==> config.mk <==
export PLATFORM = sky130hd
export DESIGN_NAME = dmem_access_sched
export DESIGN_NICKNAME = d
export VERILOG_FILES = /design/src/rtl/dmem_access_sched.sv
export SDC_FILE = /design/constraint.sdc
export NUM_CORES = 1
export LEC_CHECK = 0
export CORE_MARGIN = 3
export CORE_UTILIZATION = 57
export CTS_BUF_LIST = sky130_fd_sc_hd__clkbuf_4
export DETAILED_ROUTE_END_ITERATION = 12
export GPL_ROUTABILITY_DRIVEN = 0
export GPL_TIMING_DRIVEN = 0
export HOLD_SLACK_MARGIN = 0.1
export PLACE_DENSITY = 0.8
export SYNTH_ARGS = -nofsm -noshare
export SYNTH_HDL_FRONTEND = slang
export SYNTH_SLANG_ARGS = --single-unit
==> constraint.sdc <==
create_clock -name clk -period 3 [get_ports clk]
set_input_delay 0.75 -clock clk [delete_from_list [all_inputs] [get_ports clk]]
set_output_delay 0.75 -clock clk [all_outputs]
set_load 0.1 [all_outputs]
==> src/rtl/dmem_access_sched.sv <==
// dmem_access_sched: control-side sequencer for the shift-register-queue D memory.
// It sweeps NCYC row-group addresses for layer 0 and then layer 1 in each decoding
// iteration. Each slot goes out as an issue strobe, with a read enable from
// iteration 1 onward. The write-back enable is regenerated WR_LAT cycles after
// each issue, so write-backs enter the queue in the order they were issued.
//
// Ports:
//   clk, rst        rising-edge clock; asynchronous active-low reset
//   start           one-cycle request to begin; only accepted in IDLE
//   max_iter        iteration limit, sampled on an accepted start (0 acts as 1)
//   stall           freezes issue while high
//   converged       early-termination flag, honoured only at the end of an iteration
//   rd_en           D read enable (issue gated off during iteration 0)
//   rd_address      D row-group address of the current or last issued slot
//   rd_layer        D layer select of the current or last issued slot
//   wr_en           D write enable, which is the issue strobe delayed by WR_LAT
//   issue           slot-valid strobe to the row calculation unit
//   first_iter      the issued slot belongs to iteration 0
//   iter_count      iteration index of the issued slot; holds after completion
//   busy            high from an accepted start until done
//   done            one-cycle completion pulse
module dmem_access_sched #(
  parameter int unsigned ADDRESSWIDTH = 5,
  parameter int unsigned NCYC         = 20,
  parameter int unsigned WR_LAT       = 3,
  parameter int unsigned ITW          = 5
) (
  input  logic                    clk,
  input  logic                    rst,
  input  logic                    start,
  input  logic [ITW-1:0]          max_iter,
  input  logic                    stall,
  input  logic                    converged,
  output logic                    rd_en,
  output logic [ADDRESSWIDTH-1:0] rd_address,
  output logic                    rd_layer,
  output logic                    wr_en,
  output logic                    issue,
  output logic                    first_iter,
  output logic [ITW-1:0]          iter_count,
  output logic                    busy,
  output logic                    done
);

  // The drain counter covers WR_LAT up to 15.
  localparam int unsigned DCW = 4;

  typedef enum logic [1:0] {
    S_IDLE,
    S_SWEEP,
    S_DRAIN,
    S_DONE
  } state_e;

  state_e                  state_q, state_d;
  logic [ADDRESSWIDTH-1:0] addr_q, addr_d;
  logic                    layer_q, layer_d;
  logic [ITW-1:0]          iter_q, iter_d;
  logic [ITW-1:0]          max_q, max_d;
  logic [ADDRESSWIDTH-1:0] rd_address_q, rd_address_d;
  logic                    rd_layer_q, rd_layer_d;
  logic [ITW-1:0]          iter_count_q, iter_count_d;
  logic                    first_iter_q, first_iter_d;
  logic                    issue_q, issue_d;
  logic                    busy_q, busy_d;
  logic                    done_q, done_d;
  logic [WR_LAT-1:0]       dl_q, dl_d;
  logic [DCW-1:0]          drain_q, drain_d;

  logic addr_last;
  logic iter_end;
  logic terminate;

  // Decode the end of the sweep and decide whether to terminate.
  always_comb begin
    addr_last = (addr_q == ADDRESSWIDTH'(NCYC - 1));
    iter_end  = addr_last && layer_q;
    terminate = iter_end && (converged || (iter_q == (max_q - ITW'(1))));
  end

  // Compute the next state and the next value of every register.
  always_comb begin
    state_d      = state_q;
    addr_d       = addr_q;
    layer_d      = layer_q;
    iter_d       = iter_q;
    max_d        = max_q;
    rd_address_d = rd_address_q;
    rd_layer_d   = rd_layer_q;
    iter_count_d = iter_count_q;
    first_iter_d = first_iter_q;
    issue_d      = 1'b0;
    busy_d       = busy_q;
    done_d       = 1'b0;
    drain_d      = drain_q;
    // The write-back delay line shifts every cycle, whatever the state or stall.
    dl_d         = WR_LAT'({dl_q, issue_q});

    case (state_q)
      S_IDLE: begin
        if (start) begin
          state_d      = S_SWEEP;
          busy_d       = 1'b1;
          max_d        = (max_iter == '0) ? ITW'(1) : max_iter;
          addr_d       = '0;
          layer_d      = 1'b0;
          iter_d       = '0;
          iter_count_d = '0;
          first_iter_d = 1'b1;
        end
      end

      S_SWEEP: begin
        // A stalled cycle issues nothing, and the slot outputs keep the last slot.
        if (!stall) begin
          issue_d      = 1'b1;
          rd_address_d = addr_q;
          rd_layer_d   = layer_q;
          iter_count_d = iter_q;
          first_iter_d = (iter_q == '0);
          if (addr_last) begin
            addr_d  = '0;
            layer_d = ~layer_q;
          end else begin
            addr_d = addr_q + ADDRESSWIDTH'(1);
          end
          if (iter_end) begin
            if (terminate) begin
              state_d = S_DRAIN;
              drain_d = DCW'(WR_LAT - 1);
            end else begin
              iter_d = iter_q + ITW'(1);
            end
          end
        end
      end

      // Wait for the last issue to leave the delay line. The done pulse lines up
      // with its write-back.
      S_DRAIN: begin
        if (drain_q == '0) begin
          state_d = S_DONE;
          done_d  = 1'b1;
          busy_d  = 1'b0;
        end else begin
          drain_d = drain_q - DCW'(1);
        end
      end

      S_DONE: begin
        state_d = S_IDLE;
      end

      default: begin
        state_d = S_IDLE;
      end
    endcase
  end

  // Hold all state and output registers.
  always_ff @(posedge clk or negedge rst) begin
    if (!rst) begin
      state_q      <= S_IDLE;
      addr_q       <= '0;
      layer_q      <= 1'b0;
      iter_q       <= '0;
      max_q        <= '0;
      rd_address_q <= '0;
      rd_layer_q   <= 1'b0;
      iter_count_q <= '0;
      first_iter_q <= 1'b0;
      issue_q      <= 1'b0;
      busy_q       <= 1'b0;
      done_q       <= 1'b0;
      dl_q         <= '0;
      drain_q      <= '0;
    end else begin
      state_q      <= state_d;
      addr_q       <= addr_d;
      layer_q      <= layer_d;
      iter_q       <= iter_d;
      max_q        <= max_d;
      rd_address_q <= rd_address_d;
      rd_layer_q   <= rd_layer_d;
      iter_count_q <= iter_count_d;
      first_iter_q <= first_iter_d;
      issue_q      <= issue_d;
      busy_q       <= busy_d;
      done_q       <= done_d;
      dl_q         <= dl_d;
      drain_q      <= drain_d;
    end
  end

  // Iteration 0 finds the memory empty, so it issues without reading.
  assign rd_en      = issue_q & ~first_iter_q;
  assign rd_address = rd_address_q;
  assign rd_layer   = rd_layer_q;
  assign wr_en      = dl_q[WR_LAT-1];
  assign issue      = issue_q;
  assign first_iter = first_iter_q;
  assign iter_count = iter_count_q;
  assign busy       = busy_q;
  assign done       = done_q;

endmodule

==> results of run 1 <==
## power groups by stage
stage,clock network (mW),registers (mW),logic (mW)
after floorplan,0,1.28,0.837
after global placement,0,0.880,1.55
after detailed placement,0,0.898,1.61
after CTS,0.359,0.885,1.61
after global routing,0.388,0.911,1.76
final,0.356,0.888,1.62
## worst max-delay path: stages (launching register included)
cell	delay [ns]
dfrtp_1	0.44
nor2b_2	0.12
clkdlybuf4s50_1	1.13
## registers in the layout, summed over array words and instances, names as in the netlist
name,flops
addr_q,5
iter_count,5
iter_q,5
max_q,5
rd_address,5
drain_q,4
dl_q,3
state_q,2
busy,1
done,1
first_iter,1
issue,1
layer_q,1
rd_layer,1
## per-layer routing
metal  routed length (um)  GRT usage  up-vias
met5                    0          0        -
met4                   67     0.0937        0
met3                  257     0.0449       10
met2                 2230      0.395       49
met1                 1910      0.255      859
li1                     -          -      840
## cell usage after synthesis (2+ instances only)
cell,number,area (um2)
ha_1,9,113
inv_1,12,45.0
nor3_1,8,40.0
o21ai_1,2,10.0
and2b_1,2,15.0
a41o_1,2,20.0
nor2b_1,3,18.8
xnor2_1,3,26.3
nand2_1,13,48.8
nand3_1,5,25.0
a31oi_1,2,12.5
clkbuf_1,8,30.0
nor4_1,2,12.5
mux2_2,9,101
nor2_1,12,45.0
a22o_1,15,131
a221o_1,2,20.0
dfrtp_1,40,1000
a31o_1,2,17.5
nand2b_1,2,12.5
o21bai_1,3,22.5
a21oi_1,10,50.1
xor2_1,2,17.5
mux2i_1,4,40.0
o21ai_0,9,45.0
and3_1,3,18.8
## path summary, 6_finish.rpt
| kind | to | slack (ns) | startpoint | depth (start not counted) |
|---|---|---|---|---|
| min | dl_q[1] | 0.37 | dl_q[0] | 0 |
| max | rd_en | 0.20 | first_iter | 2 |
| min in group asynchronous | issue | 0.48 | rst | 1 |
| max in group asynchronous | max_q[0] | 1.95 | rst | 1 |
| max reg2reg | iter_q[0] | 0.66 | state_q[0] | 8 |
| min reg2reg | dl_q[1] | 0.37 | dl_q[0] | 0 |
## layout make-up
| class | count | area [um2] |
|---|---|---|
| Timing Repair Buffer | 26 | 255 |
| Multi-Input combinational cell | 149 | 1090 |
| Fill cell | 250 | 927 |
| Inverter | 12 | 45.0 |
| Clock buffer | 5 | 37.5 |
| Sequential cell | 40 | 1000 |
| Buffer | 9 | 35.0 |
| Tap cell | 46 | 57.6 |
| Clock inverter | 3 | 42.5 |
## cells in the final DEF, fill, tap and decap left out, drive strengths merged, types with 2 or more instances in the layout
master,Yosys,layout
a221o,2,2
nand3,5,5
inv,12,12
o21ai,12,12
xor2,2,2
a31o,2,2
mux2,10,10
a31oi,2,2
nor3,8,8
and2b,2,2
and3,3,3
a41o,2,2
o31ai,2,2
nand2,13,13
mux2i,4,4
dfrtp,40,40
a22o,15,15
nor2,12,12
nand2b,2,2
o21bai,3,3
xnor2,3,3
nor2b,3,3
nor4,2,2
buf,1,2
clkbuf,8,13
ha,9,9
clkdlybuf4s50,0,25
a21oi,10,10
## cell families (layout without fill, tap and decap cells)
logic type | Yosys count | count (layout) | share of synthesized area
adder cells (fa/ha/maj) | 9 | 9 | 0.0518
AO/OA/AOI/OAI | 63 | 63 | 0.215
AND/OR/NAND/NOR | 58 | 58 | 0.145
flip-flops | 40 | 40 | 0.461
XOR/XNOR | 5 | 5 | 0.0202
buffers and inverters | 21 | 55 | 0.0369
multiplexers | 14 | 14 | 0.0703
## stage by stage
step | total power [mW] | cell area (um2) | instances
finish | 2.86 | 2570 | 290
global route | 3.06 | 2570 | 290
CTS | 2.86 | 2570 | 290
detailed placement | 2.51 | 2490 | 282
global placement | 2.43 | 2490 | 282
floorplan | 2.12 | 2170 | 210
==> impl_metrics.tcl, run 1 <==
set metrics [dict create \
    run_status "completed" \
    share_comb_of_total_power 0.566 \
    intPower_mw 1.45 \
    synth_cell_area_mm2 0.00217 \
    fin_ws_ns 0.199 \
    timing_max_transition_violations_final 0 \
    share_clk_of_total_power 0.124 \
    drt_iter0_drc 141 \
    critical_path_class "reg2out" \
    vias_per_cell 6.06 \
    setup.worst_path.end_class "primary output" \
    die_h_um 67.7 \
    preCtsSetupSlack_ns 0.258 \
    max_clock_freq_mhz 357 \
    full_die_area_mm2 0.00459 \
    number_of_enable_type_register_cells_in_the_synthesized_netlist 0 \
    syn_inst 210 \
    tns_ns 0 \
    cellPowerDensity_mw_per_mm2 1120 \
    power.sequential.fraction 0.310 \
    min_path_type "reg2reg" \
    dp.final_hpwl_um 3230 \
    clock_sink_count 40 \
    leakagePower_nw 1.15 \
    detail_route.drc_violations 0 \
    detailed_route_wl_um 4460 \
    htree_num_levels 2 \
    gr_usage_total 0.222 \
    final_nets 262 \
    synth.yosys.warnings 0 \
    first_global_vias 1771 \
    hold_viol 0 \
    arrival_ns 2.05 \
    setup_repair_after_global_routing_missed_its_margin "no" \
    synth.distinct_cells 52 \
    ys_seq_elements 40 \
    synth-seq-area-share 0.461 \
    cts_setup_buffers 0 \
    critPathLaunchType "flop" \
    cts_hold_buffers 0 \
    first_pass_grt_wire_length_um 7620 \
    cts.clk_slew.worst_paths_ns 0.13 \
    synthesis.area_per_instance_um2 10.3 \
    antenna_violations_before_repair 0 \
    rows 21 \
    psw_mw 1.41 \
    final_layout_size_suffix_gt1_frac 0.107 \
    dieWidth_um 67.7 \
    synth.net_count 229 \
    cts-resized-gates 0 \
    start_util 0.622 \
    clkLatencyLatePin_ns 0.36 \
    ctsRootBufferMaster "clkbuf_4" \
    relSlewSlack 0.343 \
    critPathRequiredTime_ns 2.25 \
    via_count 1758 \
    final_min_period_over_clock_period 0.934 \
    grt_max_degree 41 \
    place.port_buffers 26 \
    postSynth.asyncResetShare 1.00 \
    remaining_antenna_violation_count 0 \
    first_pass_iters 4 \
    finalClockSkew_ns 0.0184 \
    design.core.area_mm2 0.00349 \
    area_growth_syn_to_layout_pct 18.2 \
    insertedDiodeCount 0 \
    irDropWorstVdd_mv 0.616 \
    ys_dominant_reg_cell "dfrtp_1" \
    cts_tree "yes" \
    grt_remaining_overflow 0 \
    path_max_fanout 3 \
    switching_share 0.494 \
    maxCapViolations 0 \
    tightest_slew_ns 0.982 \
    clockBufferDepth 2 \
    ioPinCount 27 \
    wl_per_cell_um 15.4 \
    fin_hold_ws_ns 0.371 \
    inserted_clock_buffers 5 \
    finalCoreUtilization 0.735 \
    timing.final.setup_violations 0 \
    final.min_clock_period_ns 2.80 \
]
Note: power is estimated with default switching activity, not from simulation.
==> inputs of run 2 (changes only) <==
--- a/config.mk
+++ b/config.mk
@@ -6,13 +6,14 @@
 export NUM_CORES = 1
 export LEC_CHECK = 0
 export CORE_MARGIN = 3
-export CORE_UTILIZATION = 57
+export CORE_UTILIZATION = 34
 export CTS_BUF_LIST = sky130_fd_sc_hd__clkbuf_4
 export DETAILED_ROUTE_END_ITERATION = 12
 export GPL_ROUTABILITY_DRIVEN = 0
 export GPL_TIMING_DRIVEN = 0
 export HOLD_SLACK_MARGIN = 0.1
-export PLACE_DENSITY = 0.8
+export PLACE_DENSITY = 0.51
 export SYNTH_ARGS = -nofsm -noshare
 export SYNTH_HDL_FRONTEND = slang
 export SYNTH_SLANG_ARGS = --single-unit
+export TNS_END_PERCENT = 100
==> impl_metrics.tcl, run 2 (synthesis results as in run 1) <==
set metrics [dict create \
    drt_iter0_drc 64 \
    ioPinCount 27 \
    grt_max_degree 22 \
    place.port_buffers 26 \
    fin_ws_ns 0.237 \
    cts_tree "yes" \
    timing_max_transition_violations_final 0 \
    switching_share 0.474 \
    run_status "completed" \
    intPower_mw 1.53 \
    hold_viol 0 \
    layout_commonest_cell "dfrtp_1" \
    setup_repair_after_global_routing_missed_its_margin "no" \
    max_clock_freq_mhz 362 \
    design.core.area_mm2 0.00606 \
    final_nets 263 \
    preCtsSetupSlack_ns 0.167 \
    gr_usage_total 0.137 \
    full_die_area_mm2 0.00738 \
    r2r-start "state_q[0]" \
    final_layout_size_suffix_gt1_frac 0.107 \
    grt_remaining_overflow 0 \
    first_pass_grt_wire_length_um 8020 \
    min_path_type "in2async" \
    htree_num_levels 2 \
    cts_hold_buffers 0 \
    fillerInstances 619 \
    tns_ns 0 \
    worstRegToRegCells 9 \
    cts-resized-gates 0 \
    inserted_clock_buffers 5 \
    vias_per_cell 5.30 \
    critPathRequiredTime_ns 2.25 \
    remaining_antenna_violation_count 0 \
    share_comb_of_total_power 0.549 \
    leakagePower_nw 1.17 \
    finalClockSkew_ns 0.00895 \
    path_max_fanout 3 \
    detailed_route_wl_um 4630 \
    power.sequential.fraction 0.302 \
    setup.worst_path.end_class "primary output" \
    ff2ff_setup_slack_ns 0.62 \
    critPathLaunchType "flop" \
    arrival_ns 2.01 \
    timing.rr.end "layer_q" \
    irDropWorstVdd_mv 0.601 \
    maxCapViolations 0 \
    clkLatencyLatePin_ns 0.35 \
    dp.final_hpwl_um 3460 \
    start_util 0.358 \
    antenna_violations_before_repair 0 \
    detail_route.drc_violations 0 \
    timing.final.setup_violations 0 \
    area_growth_syn_to_layout_pct 21.9 \
    clock_sink_count 40 \
    final_cell_mix "dfrtp_1, clkdlybuf4s50_1, a22o_1, nand2_1" \
    total_power_mw 2.92 \
    cts_setup_buffers 0 \
    final_min_period_over_clock_period 0.921 \
    wl_per_cell_um 14.5 \
    dieWidth_um 85.9 \
    critical_path_class "reg2out" \
    cellPowerDensity_mw_per_mm2 1100 \
    die_h_um 85.9 \
    rows 28 \
    first_global_vias 1630 \
    share_clk_of_total_power 0.149 \
    clockBufferDepth 2 \
    tightest_slew_ns 0.967 \
    first_pass_iters 4 \
    psw_mw 1.38 \
    insertedDiodeCount 0 \
    relSlewSlack 0.354 \
    cts.clk_slew.worst_paths_ns 0.12 \
    via_count 1692 \
    ctsRootBufferMaster "clkbuf_4" \
    final.min_clock_period_ns 2.76 \
]
==> run 2: layout make-up <==
class	count	area (um2)	area share
timing repair buffer	27	283	0.107
buffer	9	35.0	0.0132
tap	75	93.8	0.0354
multi-input combinational	149	1090	0.413
clock inverter	2	60.1	0.0227
clock buffer	5	37.5	0.0142
inverter	12	45.0	0.0170
sequential	40	1000	0.378
==> run 2: how the worst max path moves through the flow <==
stage | to | from | cells past startpoint | slack [ns]
floorplan | rd_en | issue | 1 | 0.36
detailed placement | layer_q | start | 8 | 0.17
global route | rd_en | first_iter | 2 | 0.17
finish | rd_en | first_iter | 2 | 0.24
CTS | rd_en | first_iter | 2 | 0.20
global placement | iter_count[1] | rst | 1 | 0.05
==> run 2: per-stage QoR <==
step | instances | util | hold WS (ns) | instance area, um2
global placement | 311 | 0.417 | 0.333 | 2530
detailed placement | 312 | 0.421 | 0.358 | 2550
finish | 319 | 0.437 | 0.360 | 2650
global route | 319 | 0.437 | 0.379 | 2650
floorplan | 210 | - | 0.331 | 2170
CTS | 319 | 0.437 | 0.364 | 2650
==> run 2: critical path, stage by stage (launching register included) <==
cell and delay, ns:
dfrtp_1 0.43, nor2b_2 0.11, clkdlybuf4s50_1 1.13
==> run 2: power groups by stage <==
stage	clock network (mW)	registers, mW	logic (mW)
global placement	0	0.892	1.60
CTS	0.450	0.885	1.62
global route	0.471	0.915	1.76
floorplan	0	1.28	0.837
finish	0.434	0.882	1.60
detailed placement	0	0.897	1.61
==> run 2: per-layer routing <==
metal  vias to the layer above  part of all wire  global-route usage
met5                         -                 0                   0
met4                         0             0.015              0.0475
met3                         8             0.028              0.0269
met2                        20              0.47               0.226
met1                       821              0.48               0.179
li1                        843                 -                   -
==> edit (settings of run 1) <==
The parameter `ITW` goes from 5 to 10.
--- a/src/rtl/dmem_access_sched.sv
+++ b/src/rtl/dmem_access_sched.sv
@@ -23,7 +23,7 @@
   parameter int unsigned ADDRESSWIDTH = 5,
   parameter int unsigned NCYC         = 20,
   parameter int unsigned WR_LAT       = 3,
-  parameter int unsigned ITW          = 5
+  parameter int unsigned ITW          = 10
 ) (
   input  logic                    clk,
   input  logic                    rst,
Ports: changed (resized iter_count and max_iter); port bits go from 27 to 37. No check against the original RTL was run, so the function may have changed too.
==> edit against run 1 <==
Critical path type unchanged; cell count grew 39%; via count grew 33%; core utilization shrank 1.8 points; design area grew 36%; routed wire length grew 41%; count of clock-buffer cells in the layout is the same; first-iteration DRC count grew 41%; sequential share of layout area grew 0.34 points; synthesized area grew 37%; power shrank 35%; synthesized cell count grew 38%; largest power group is now registers; worst setup slack lost 0.035 ns; sequential cell count grew 15.
==> edit: results (changes against run 1) <==
TIMING.RR.END='state_q[1]'
SYN-MEAN-INSTANCE-AREA_UM2=10.3  # -0.81%
SYNTH_MUX_AREA_FRAC=0.0601  # -0.0101
WORST_SLEW_PIN_SLEW_NS=0.976  # -0.00613 ns
TOTAL_LEAKAGE_POWER_nW=1.52  # +32%
P_INT_mW=1.11  # -24%
YS_TOP_CELLS_BY_COUNT='sky130_fd_sc_hd__dfrtp_1, sky130_fd_sc_hd__nor2_1, sky130_fd_sc_hd__nand2_1'
YOSYS.AREA_SHARE.ADDER=0.0378  # -0.0140
HOLD_WS_NS=0.249  # -0.122 ns
DR_TOTAL_VIAS=2346  # +33%
VDD.IR_DROP.WORST_mV=0.653  # +5.9%
REGTOREGSETUPSLACK_NS=0.32  # -0.34 ns
YOSYSSEQAREASHARE=0.463  # +0.00174
TIMING.CRITICAL_PATH.ARRIVAL_NS=2.09  # +0.04 ns
SYNTHDISTINCTLIBCELLS=53  # +1.9%
GRT_FIRST_PASS_WIRELENGTH_MM=10.8  # +41%
GRT_START_MAX_NET_PINS=38  # -7.3%
GR-USAGE-ALL-LAYERS=0.221  # about the same
WL_MM=6.27  # +41%
SYNTH_COMPOUND_AREA_FRAC=0.180  # -0.0359
DETAILED_PLACE_HPWL_MM=4.69  # +45%
MAPPEDNETLISTNETS=314  # +37%
DP.CELLS=394  # +40%
FIN_SKEW_NS=0.0212  # +0.00285 ns
R2R_PATH_START='max_q[0]'
REG2REG_DEPTH=9  # +1
DRT_ITER0_MARKERS=199  # +41%
OUTCOME='finished, final reports clean'
PLACE.PORT_BUFFERS=36  # +38%
CLK_LATENCY_NS=0.41  # +0.05 ns
FIRST_GLOBAL_VIAS=2452  # +38%
CLK_PIN_SLEW_WORST_PATHS_NS=0.18  # +0.05 ns
FRACTION_OF_LAYOUT_CELLS_WITH_A_SIZE_SUFFIX_ABOVE_1=0.134  # +0.0278
HOLD_PATH_CLASS='input port to async pin'
SYNTH_XOR_AREA_FRAC=0.0412  # +0.0210
edit: changes by cell type in the layout (fill, tap and decap cells not counted), moves of 6 or more:
| cell | delta |
|---|---|
| sky130_fd_sc_hd__clkdlybuf4s50_1 | +10 |
| sky130_fd_sc_hd__nor2_1 | +9 |
| sky130_fd_sc_hd__nand3_1 | +7 |
| sky130_fd_sc_hd__nand4_1 | +6 |
| sky130_fd_sc_hd__dfrtp_1 | +15 |
edit: layer usage:
| layer | global-route usage | share of wire |
|---|---|---|
| met3 | 0.0333 | 0.051 |
| met1 | 0.278 | 0.45 |
| met5 | 0 | 0 |
| met2 | 0.368 | 0.48 |
| met4 | 0.119 | 0.024 |
edit: cell families after synthesis:
logic type / after synthesis
AND/OR/NAND/NOR: 96
buffers and inverters: 27
AO/OA/AOI/OAI: 73
XOR/XNOR: 14
flip-flops: 55
multiplexers: 16
adder cells (fa/ha/maj): 9
edit: final cells by class:
cell class / instances / area, um^2
Inverter: 17 / 63.8
Fill cell: 381 / 1380
Tap cell: 67 / 83.8
Timing Repair Buffer: 37 / 375
Clock buffer: 5 / 37.5
Multi-Input combinational cell: 208 / 1480
Sequential cell: 55 / 1380
Buffer: 10 / 56.3
Clock inverter: 3 / 25.0
edit: per-stage QoR:
| stage | setup WS (ns) | utilization | instance area (um^2) | TNS (ns) | power, mW |
|---|---|---|---|---|---|
| after global routing | 0.0994 | 0.717 | 3500 | 0 | 1.97 |
| after global placement | -0.458 | 0.701 | 3420 | -25.08 | 1.52 |
| final | 0.164 | 0.717 | 3500 | 0 | 1.87 |
| after detailed placement | -0.000721 | 0.704 | 3440 | -0.000721 | 1.54 |
| after CTS | 0.154 | 0.717 | 3500 | 0 | 1.88 |
| after floorplan | 0.359 | - | 2980 | 0 | 1.36 |
